File: config.mk
export PLATFORM = sky130hd
export DESIGN_NAME = vending_bank_ctrl
export DESIGN_NICKNAME = d
export VERILOG_FILES = /design/src/rtl/vending_bank_ctrl.sv
export SDC_FILE = /design/constraint.sdc
export NUM_CORES = 1
export LEC_CHECK = 0
export CORE_ASPECT_RATIO = 0.8
export CORE_UTILIZATION = 35
export CTS_CLUSTER_SIZE = 8
export DETAILED_ROUTE_END_ITERATION = 12
export HOLD_SLACK_MARGIN = 0.05
export PLACE_DENSITY = 0.53
export REMOVE_ABC_BUFFERS = 1
export SYNTH_ARGS = -nofsm -noshare
export SYNTH_HDL_FRONTEND = slang
export SYNTH_SLANG_ARGS = --single-unit
File: constraint.sdc
create_clock -name CLK -period 5.7 [get_ports CLK]
set_input_delay 0.855 -clock CLK [delete_from_list [all_inputs] [get_ports CLK]]
set_output_delay 0.855 -clock CLK [all_outputs]
set_load 0.02 [all_outputs]
File: src/rtl/vending_bank_ctrl.sv
// Multi-machine vending controller: one request port, per-(machine,product) stock,
// shared price table, exact-fund/change modes, sugar checks, restock and sales counters.
module vending_bank_ctrl #(
    parameter int N_VM       = 2,
    parameter int ID_W       = 3,
    parameter int MONEY_W    = 6,
    parameter int STOCK_W    = 5,
    parameter int STOCK_INIT = 10,
    parameter int REV_W      = 16,
    localparam int N_PROD    = 2 ** ID_W,
    localparam int VM_W      = (N_VM > 1) ? $clog2(N_VM) : 1,
    parameter logic [N_PROD*MONEY_W-1:0] PRICE =
        {6'd0, 6'd0, 6'd15, 6'd8, 6'd12, 6'd5, 6'd10, 6'd20},
    parameter logic [N_VM*N_PROD-1:0] VALID_MASK = {8'h3C, 8'h07},
    parameter logic [N_VM-1:0]        EXACT_MASK = 2'b01,
    parameter logic [N_VM-1:0]        SUGAR_VM   = 2'b10,
    parameter logic [N_PROD-1:0]      SUGAR_OK   = 8'h38
) (
    input  logic               CLK,
    input  logic               RSTN,
    input  logic               req_valid,
    output logic               req_ready,
    input  logic [VM_W-1:0]    req_vm,
    input  logic [ID_W-1:0]    req_id,
    input  logic [MONEY_W-1:0] req_money,
    input  logic               req_sugar,
    output logic               rsp_valid,
    output logic [MONEY_W-1:0] money_left,
    output logic [STOCK_W-1:0] item_left,
    output logic               product_ready,
    output logic               invalid_product,
    output logic               product_unavailable,
    output logic               insufficient_fund,
    output logic               not_exact_fund,
    output logic               sugar_unsuitable,
    input  logic               restock_en,
    input  logic [VM_W-1:0]    restock_vm,
    input  logic [ID_W-1:0]    restock_id,
    input  logic [STOCK_W-1:0] restock_qty,
    output logic [REV_W-1:0]   sales_count,
    output logic [REV_W-1:0]   revenue
);

    typedef enum logic [1:0] {IDLE, EVAL, RESP} stateT;

    stateT state, stateNext;

    logic [MONEY_W-1:0] priceTab [N_PROD];
    logic [N_PROD-1:0]  soldRow  [N_VM];

    for (genvar p = 0; p < N_PROD; p++) begin : gPrice
        assign priceTab[p] = PRICE[p*MONEY_W +: MONEY_W];
    end
    for (genvar v = 0; v < N_VM; v++) begin : gSold
        assign soldRow[v] = VALID_MASK[v*N_PROD +: N_PROD];
    end

    logic [VM_W-1:0]    reqVm;
    logic [ID_W-1:0]    reqId;
    logic [MONEY_W-1:0] reqMoney;
    logic               reqSugar;

    logic [STOCK_W-1:0] stock     [N_VM][N_PROD];
    logic [STOCK_W-1:0] stockNext [N_VM][N_PROD];

    logic               vmInRange, restockVmOk, sold, exactVm;
    logic [VM_W-1:0]    vmIdx;
    logic [STOCK_W-1:0] curStock;
    logic [MONEY_W-1:0] price;
    logic               flagInvalid, flagUnavail, flagInsuf, flagNotExact, flagSugar, okAll;
    logic               dispense;
    logic [REV_W:0]     revSum, salesSum;

    always_ff @(posedge CLK or negedge RSTN) begin
        if (!RSTN) state <= IDLE;
        else       state <= stateNext;
    end

    always_comb begin
        stateNext = state;
        req_ready = (state == IDLE);
        case (state)
            IDLE:    if (req_valid) stateNext = EVAL;
            EVAL:    stateNext = RESP;
            RESP:    stateNext = IDLE;
            default: stateNext = IDLE;
        endcase
    end

    always_comb begin
        vmInRange    = (32'(reqVm) < N_VM);
        vmIdx        = vmInRange ? reqVm : '0;
        sold         = vmInRange && soldRow[vmIdx][reqId];
        curStock     = stock[vmIdx][reqId];
        price        = priceTab[reqId];
        exactVm      = EXACT_MASK[vmIdx];
        flagInvalid  = 1'b0;
        flagUnavail  = 1'b0;
        flagInsuf    = 1'b0;
        flagNotExact = 1'b0;
        flagSugar    = 1'b0;
        okAll        = 1'b0;
        // first matching error wins; success only when no check fires
        if (!sold)                                          flagInvalid  = 1'b1;
        else if (curStock == '0)                            flagUnavail  = 1'b1;
        else if (exactVm && (reqMoney != price))            flagNotExact = 1'b1;
        else if (!exactVm && (reqMoney < price))            flagInsuf    = 1'b1;
        else if (SUGAR_VM[vmIdx] && reqSugar && !SUGAR_OK[reqId]) flagSugar = 1'b1;
        else                                                okAll        = 1'b1;
        dispense = (state == EVAL) && okAll;
        revSum   = {1'b0, revenue} + (REV_W+1)'(price);
        salesSum = {1'b0, sales_count} + (REV_W+1)'(1);
    end

    // Dispense and restock may hit the same slot on one edge; the carry bit flags saturation.
    always_comb begin
        restockVmOk = (32'(restock_vm) < N_VM);
        for (int unsigned v = 0; v < N_VM; v++) begin
            for (int unsigned p = 0; p < N_PROD; p++) begin
                logic [STOCK_W:0] sum;
                sum = {1'b0, stock[v][p]};
                if (dispense && (vmIdx == VM_W'(v)) && (reqId == ID_W'(p)))
                    sum = sum - (STOCK_W+1)'(1);
                if (restock_en && restockVmOk && soldRow[v][p] &&
                    (restock_vm == VM_W'(v)) && (restock_id == ID_W'(p)))
                    sum = sum + {1'b0, restock_qty};
                stockNext[v][p] = sum[STOCK_W] ? '1 : sum[STOCK_W-1:0];
            end
        end
    end

    always_ff @(posedge CLK or negedge RSTN) begin
        if (!RSTN) begin
            reqVm               <= '0;
            reqId               <= '0;
            reqMoney            <= '0;
            reqSugar            <= 1'b0;
            rsp_valid           <= 1'b0;
            money_left          <= '0;
            item_left           <= '0;
            product_ready       <= 1'b0;
            invalid_product     <= 1'b0;
            product_unavailable <= 1'b0;
            insufficient_fund   <= 1'b0;
            not_exact_fund      <= 1'b0;
            sugar_unsuitable    <= 1'b0;
            sales_count         <= '0;
            revenue             <= '0;
            for (int unsigned v = 0; v < N_VM; v++)
                for (int unsigned p = 0; p < N_PROD; p++)
                    stock[v][p] <= soldRow[v][p] ? STOCK_W'(STOCK_INIT) : '0;
        end else begin
            if (req_valid && req_ready) begin
                reqVm    <= req_vm;
                reqId    <= req_id;
                reqMoney <= req_money;
                reqSugar <= req_sugar;
            end
            for (int unsigned v = 0; v < N_VM; v++)
                for (int unsigned p = 0; p < N_PROD; p++)
                    stock[v][p] <= stockNext[v][p];
            if (state == EVAL) begin
                rsp_valid           <= 1'b1;
                product_ready       <= okAll;
                invalid_product     <= flagInvalid;
                product_unavailable <= flagUnavail;
                insufficient_fund   <= flagInsuf;
                not_exact_fund      <= flagNotExact;
                sugar_unsuitable    <= flagSugar;
                if (okAll) begin
                    money_left  <= exactVm ? '0 : reqMoney - price;
                    item_left   <= stockNext[vmIdx][reqId];
                    sales_count <= salesSum[REV_W] ? '1 : salesSum[REV_W-1:0];
                    revenue     <= revSum[REV_W] ? '1 : revSum[REV_W-1:0];
                end else begin
                    money_left <= reqMoney;
                    item_left  <= sold ? curStock : '0;
                end
            end else begin
                rsp_valid <= 1'b0;
            end
        end
    end

endmodule

# After elaboration in Yosys (flattened, before gate mapping)
# Memory sizes are Yosys's and may differ from the RTL's.
# Cells that the tools add are included.
[totals] in_bits=24 rom_bits=56 output_inout_bits=51 regBits=143 memories=2 ramBits=0 wordCells=216 latchBits=0
[memory_table] memory="(no name shown)" depth=8 word_bits=6 read_ports=1 rd_clocked_by_memory_dff=0 wr=0 line="95" rtl="price = priceTab[reqId];"
[memory_table] memory="(no name shown)" depth=8 word_bits=1 read_ports=1 rd_clocked_by_memory_dff=0 wr=0 line="108" rtl="else if (SUGAR_VM[vmIdx] && reqSugar && !SUGAR_OK[reqId]) flagSugar = 1'b1;"
[op_classes] shift=0 eq_ne=15 n_reduce_logical=40 n_addsub=26 bitwise=4 n_lt_le_gt_ge=5 div=0 mux=92 multipliers=0
[op_table] op="two-way mux 40 bit" count=6
[op_table] op="two-way mux 6 bit" count=28
[op_table] op="two-way mux 5 bit" count=22
[op_table] op="subtractor 5 x 1 -> 6 bit (second input constant)" count=16
[op_table] op="adder 6 x 5 -> 6 bit" count=7
[op_table] op="logical AND 1 bit" count=33
[op_table] op="two-way mux 16 bit" count=2
[op_table] op="binary-select mux 5 bit (select 3 bit)" count=2
[op_table] op="two-way mux 1 bit" count=27
[op_table] op="equality test 3 bit (second input constant)" count=6
[op_table] op="adder 16 x 1 -> 17 bit (second input constant)" count=1
[op_table] op="adder 16 x 6 -> 17 bit" count=1
[op_table] op="two-way mux 8 bit" count=2
[op_table] op="equality test 3 x 2 -> 1 bit (second input constant)" count=4
[op_table] op="equality test 3 x 1 -> 1 bit (second input constant)" count=2
[op_table] op="zero test 3 bit" count=2
[op_table] op="< comparator 6 bit" count=1
[op_table] op="inequality test 6 bit" count=1
[op_table] op="subtractor 6 bit" count=1
[op_table] op="zero test 5 bit" count=1
[op_table] op="greater-or-equal comparator 4 bit (second input constant)" count=1
[op_table] op="< comparator 3 x 4 -> 1 bit (second input constant)" count=1
[op_table] op="inverter 3 -> 4 bit" count=1
[op_table] op="case mux 2 bit (2 select lines)" count=1
[op_table] op="other kinds (11)" count=13

# Longest topological paths before layout
[logic_depth] depth_word=24 depth_mapped=28 ltp_nobuf=25

# Worst setup path after synthesis
# OpenSTA, ideal clock, no wires.
[synth_path] kind="register to register" start="register reqId[2]" end="register item_left[3]" stages_incl_launch_ff=29 synth_period_minus_slack_ps=5483 required_time_ps=5571 setup_time_ps=129 path_buffers=3 arrival_time_ps=5354 setup_slack_ps=217 path_cell_list="dfrtp_1 -> clkbuf_1 -> clkbuf_1 -> inv_1 -> clkbuf_1 -> nor2_1 -> nand2_1 -> o21ai_0 -> ha_1 -> fa_1 -> nor2b_1 -> o31a_1 -> nor3_1 -> nor2_1 -> o21ai_0 -> nor3_1 -> nand2_1 -> o21ai_0 -> inv_1 -> ha_1 -> a21o_1 -> a21o_1 -> a211oi_1 -> a31oi_1 -> o211ai_1 -> o2111a_1 -> nand3b_1 -> a41o_1 -> o41a_1"
[synth_via] elab_chain_len=24 word_cells_on_any_way=104 classes_between="add/sub: 7; order compare: 1; eq/ne: 8; mux: 60; bitwise: 1; reduce/logical: 25; memory: 2"
[synth_lines] element="start, declared" line="59" rtl="logic [ID_W-1:0] reqId;"
[synth_lines] element="start signal, assigned" line="155" rtl="reqId <= req_id;"
[synth_lines] element="inverter 3 -> 4 bit (not written as such)" line="94, 95, 172"
[synth_lines] element="memory (8 x 6 bit)"
[synth_lines] element="two-way mux 6 bit (not written as such) (2 in series)" line="95"
[synth_lines] element="< comparator 6 bit" line="107" rtl="else if (!exactVm && (reqMoney < price)) flagInsuf = 1'b1;"
[synth_lines] element="logical AND 1 bit" line="107"
[synth_lines] element="two-way mux 1 bit" line="107"
[synth_lines] element="two-way mux 1 bit" line="106" rtl="else if (exactVm && (reqMoney != price)) flagNotExact = 1'b1;"
[synth_lines] element="two-way mux 1 bit" line="105" rtl="else if (curStock == '0) flagUnavail = 1'b1;"
[synth_lines] element="(+4 left out)"
[synth_lines] element="two-way mux 6 bit" line="122" rtl="if (dispense && (vmIdx == VM_W'(v)) && (reqId == ID_W'(p)))"
[synth_lines] element="adder 6 x 5 -> 6 bit" line="126" rtl="sum = sum + {1'b0, restock_qty};"
[synth_lines] element="two-way mux 6 bit" line="124" rtl="if (restock_en && restockVmOk && soldRow[v][p] &&"
[synth_lines] element="two-way mux 5 bit" line="127" rtl="stockNext[v][p] = sum[STOCK_W] ? '1 : sum[STOCK_W-1:0];"
[synth_lines] element="two-way mux 40 bit (not written as such) (3 in series)" line="172" rtl="item_left <= stockNext[vmIdx][reqId];"
[synth_lines] element="binary-select mux 5 bit (select 3 bit)" line="172"
[synth_lines] element="two-way mux 5 bit (not written as such) (2 in series)" line="172"
[synth_lines] element="two-way mux 5 bit *" line="170" rtl="if (okAll) begin"
[synth_lines] element="end signal, assigned" line="172"
[synth_lines] element="end signal, assigned" line="177" rtl="item_left <= sold ? curStock : '0;"
[synth_lines] element="end, declared" line="29" rtl="output logic [STOCK_W-1:0] item_left,"
# Every way passes the cells marked *; elsewhere a longest branch is shown, timed or not. The select of a mux whose other input is x is not followed.
# A chain may end at the register's enable or synchronous reset.

# Worst setup path in the final report
[layout_path] start="register reqVm" end="register item_left[1]"
[layout_via] elab_chain_len=24 word_cells_on_any_way=101 classes_between="add/sub: 7; mux: 67; bitwise: 2; reduce/logical: 25"
[layout_lines] element="start, declared" line="58" rtl="logic [VM_W-1:0] reqVm;"
[layout_lines] element="start signal, assigned" line="154" rtl="reqVm <= req_vm;"
[layout_lines] element="inverter 1 -> 2 bit (not written as such)" line="93, 94, 172"
[layout_lines] element="two-way mux 40 bit (not written as such) (3 in series)" line="94" rtl="curStock = stock[vmIdx][reqId];"
[layout_lines] element="binary-select mux 5 bit (select 3 bit)" line="94"
[layout_lines] element="two-way mux 5 bit (not written as such) (2 in series)" line="94"
[layout_lines] element="zero test 5 bit" line="105"
[layout_lines] element="two-way mux 1 bit" line="105"
[layout_lines] element="two-way mux 1 bit" line="104" rtl="if (!sold) flagInvalid = 1'b1;"
[layout_lines] element="logical AND 1 bit" line="110" rtl="dispense = (state == EVAL) && okAll;"
[layout_lines] element="logical AND 1 bit (2 in series)" line="122"
[layout_lines] element="two-way mux 6 bit" line="122"
[layout_lines] element="adder 6 x 5 -> 6 bit" line="126"
[layout_lines] element="two-way mux 6 bit" line="124"
[layout_lines] element="two-way mux 5 bit" line="127"
[layout_lines] element="two-way mux 40 bit (not written as such) (3 in series)" line="172"
[layout_lines] element="binary-select mux 5 bit (select 3 bit)" line="172"
[layout_lines] element="two-way mux 5 bit (not written as such) (2 in series)" line="172"
[layout_lines] element="two-way mux 5 bit *" line="170"
# Marks and branches as above.

==> key figures <==
Routing
  • ANT nets after route: 0
  • Routed WL per cell: roughly 21 µm
  • Initial DRC Count: approximately 800
  • Drt pass-1 iters: 6
  • DR vias: 8400
  • Drt total wl: 31.36 mm
  • # DRC: 0
  • Vias per inst: around 5.6

Finish
  • Final instance area: 11600 µm²
  • Number of nets in the layout: 1222
  • Fillcell total: ~2700
  • Layout area overhead: 17.36%
  • FF/Latch Area: 3600 µm²
  • Multi-input combinational cell area: approximately 5600 µm²
  • Fin cells: 1513
  • Ant diodes: 0
  • Layout cells sized above 1: 0.1158

Pwr
  • PwrDens: approximately 460 nW/µm²
  • Switching share of power: 0.4287
  • Maximum vdd drop: around 0.20 mV
  • Logic pwr share: 0.489
  • Seq pwr share: 0.296
  • Power Total: ~5300 µW
  • Int Power: 3044 µW
  • Clock power share: 0.215
  • Leak Pwr: ~0.0051 µW
  • Switching pwr: 2285 µW

Place
  • Gpl congestion: 0.9060
  • Post-DP HPWL: between 20 and 25 mm
  • Pre-CTS setup slack: about 140 ps
  • Placed cells: between 1000 and 1500
  • Dpl cell area: around 11000 µm²
  • IO buf count: between 70 and 80

Logic synthesis
  • Post-synth EDFFs: 0
  • Syn avg cell area: about 9 µm²
  • Share of Yosys cell area claimed by the top area cell type: 0.3266
  • Post-Syn Area: 9883 µm²
  • Synth warn: 0
  • Synth async-reset ratio: 1.000
  • Largest family of logic cells by synthesized area: compound AO/OA/AOI/OAI gates
  • Netlist cell types: 85
  • Sequential area share after synthesis: 0.3638
  • Ranking of synthesized cells by area: dfrtp_1 33%, ha_1 6.7%, nand2_1 4.3%, xnor2_1 3.9%, dfstp_2 3.7%
  • Post-synthesis mux area share: 0.05925
  • Compound-Gate Fraction of Synth Area: 0.1938
  • Ys flop type: dfrtp_1
  • Syn Inst Count: between 1000 and 1500
  • XOR/XNOR Fraction of Synth Area: 0.05849
  • Simple-Gate Fraction of Synth Area: 0.1733
  • FF+latch count, synth: 143
  • Post-Synth Adder-Cell Area: 0.08533
  • Area leader, netlist: dfrtp_1

Setup path
  • Worst R2R Start: reqVm
  • Critical path class: reg -> reg
  • R2R cell count: 19
  • R2R Path End: item_left[1]
  • End of the critical path: item_left[1]
  • Worst EP required: about 6000 ps
  • Crit-path max FO: 19
  • WP data arrival: 5650 ps
  • Crit. Startpoint: reqVm
  • CP startpoint kind: flop
  • Critical Path End Type: flop
  • R2r setup slk: 320 ps

Die
  • Num rows: 54
  • Die height: about 150 µm
  • Initial core utilization: 0.3594
  • Full die area: between 20000 and 30000 µm²
  • Core area: around 27000 µm²
  • I/O pin cnt: 75
  • Die width: around 190 µm

Clock tree
  • CTS Hold Bufs: 0
  • Root buffer cell: clkbuf_16
  • CTS sink count: 143
  • H-tree Lvls: 4
  • Post-CTS Setup Repair Bufs: 0
  • Total CTS buffers: 17
  • CTS max path bufs: 2
  • CTS tree: built
  • Worst-path clk slew: 60 ps
  • Worst-Skew Late Latency: approximately 430 ps

Timing
  • Final setup violation count: 0
  • Sum Neg Setup Slack: 0 ps
  • Final hold viol count: 0
  • Peak Freq: 186.0 MHz
  • RSZ-0062 raised after global routing: false
  • Worst-Margin Slew: between 900 and 1000 ps
  • Final Slew Violations: 0
  • Worst setup margin: 322.3 ps
  • Clock skew after layout: 9.049 ps
  • Fin crit period: around 5400 ps
  • Fin crit share: 0.9434
  • Slew HR: 0.3384

Global routing
  • Global-route wire length before repair: 48.35 mm
  • Remaining Overflow, GRT: 0
  • Largest net degree at the start of global routing: around 100
  • GRT Overall Usage: 0.2207
  • Initial antenna violation count: 0
  • Vias in the first global route: 8027

Status
  • Outcome: finished clean

Flow run
  • Max_cap viols: 0

Min path
  • Hold Path Class: reg -> reg
routing by layer:
metal  wire [µm]  track usage  up-vias  part of all wire
li1            -            -     3991                 -
met1       14980       0.3312     4089              0.48
met2       13640       0.3166      276              0.43
met3        2121      0.04491       44             0.068
met4         620      0.06221        0             0.020
met5           0            0        -                 0
power groups by stage:
stage	sequential (µW)	clock, µW	combinational (µW)
6_report	1580	1150	2600
5_1_grt	1600	1210	2870
4_1_cts	1570	1170	2580
3_5_place_dp	1590	0	2570
3_3_place_gp	1590	0	2560
2_1_floorplan	1600	0	1590
synth_stat cells (5+ instances only):
cell type and instances:
nor3b_1 6, ha_1 53, nand2_1 114, clkbuf_1 69, a32oi_1 5, nor4_1 12
a22oi_1 6, mux2i_1 27, nor3_1 27, a22o_1 6, buf_2 8, mux4_2 7
o2111ai_1 6, dfrtp_1 129, fa_1 9, a31oi_1 22, o211ai_1 13, a211o_1 6
a21o_1 25, inv_1 63, buf_6 5, xor2_1 22, mux2_2 14, a21oi_1 46
buf_4 5, nor2_1 65, nand4_1 13, or3_1 6, nor2b_1 14, or2_2 7
xnor2_1 44, a211oi_1 8, and2_1 5, o21ai_0 51, o21a_1 11, and3_1 12
dfstp_2 14, buf_1 6, nand3_1 32, nand2b_1 19
cell families (layout without fill, tap and decap cells):
logic type	count (synthesis)	in the layout
AOI/OAI and AO/OA	269	269
xor gates and xnor gates	66	66
adders and majority gates	62	62
buffers and inverters	156	211
DFF	143	143
muxes	48	48
and+or+nand+nor	350	350
worst min-delay path by stage:
stage / start / endpoint / slack, ps / cells past startpoint
after floorplan: stock[9] / stock[9] / 350 / 0
after CTS: stock[49] / stock[49] / 380 / 0
after global placement: stock[9] / stock[9] / 360 / 0
after detailed placement: stock[9] / stock[9] / 360 / 0
after global routing: stock[47] / stock[47] / 390 / 0
final: stock[49] / stock[49] / 370 / 0
timing repair:
item,CTS,global route
setup endpoints to repair,0,4
endpoints found under the hold margin,0,0
gates resized for setup,0,4
critical path: stages (launching register included):
cell      delay (ps)
dfrtp_4          620
buf_4            280
mux2i_1          330
o211ai_1         130
a221o_1          410
a221o_1          390
o21ai_0          240
nor3_1           130
o21ai_0          440
inv_1             90
ha_1             280
a21o_1           170
a21o_1           200
a21o_1           170
a21oi_1          220
a211o_1          170
and3_1           200
o211ai_1         100
nor4_1           520
a311oi_1         120
sequential cells by signal, indices dropped and copies added, names as in the netlist, 2 cells and up:
signal	cells
sales_count	16
money_left	6
state	2
stock	80
item_left	5
reqId	3
reqMoney	6
revenue	16
final cells by class:
type,instances,share of cell area
sequential,143,0.3104
clock buffer,22,0.04002
inverter,63,0.02039
tap,364,0.03927
multi-input combinational,795,0.4866
clock inverter,10,0.01111
timing repair buffer,116,0.09223
cells in the final DEF, fill, tap and decap left out, types with 17 or more instances in the layout:
cell type	instances
nor2_1	65
o21ai_0	50
xor2_1	22
nand2_1	114
nor3_1	26
nand3_1	32
a21oi_1	45
clkbuf_16	17
a21o_1	25
nand2b_1	19
mux2i_1	27
xnor2_1	44
clkdlybuf4s50_1	73
dfrtp_1	128
inv_1	63
ha_1	53
buf_4	41
a31oi_1	22
per-stage QoR:
step,hold WS (ps),utilization
2_1_floorplan,348.6,-
3_3_place_gp,361.2,0.3998
3_5_place_dp,362.2,0.3998
4_1_cts,378.4,0.4214
5_1_grt,386.4,0.4218
6_report,372.3,0.4218
Power figures use the tool's default switching activity.
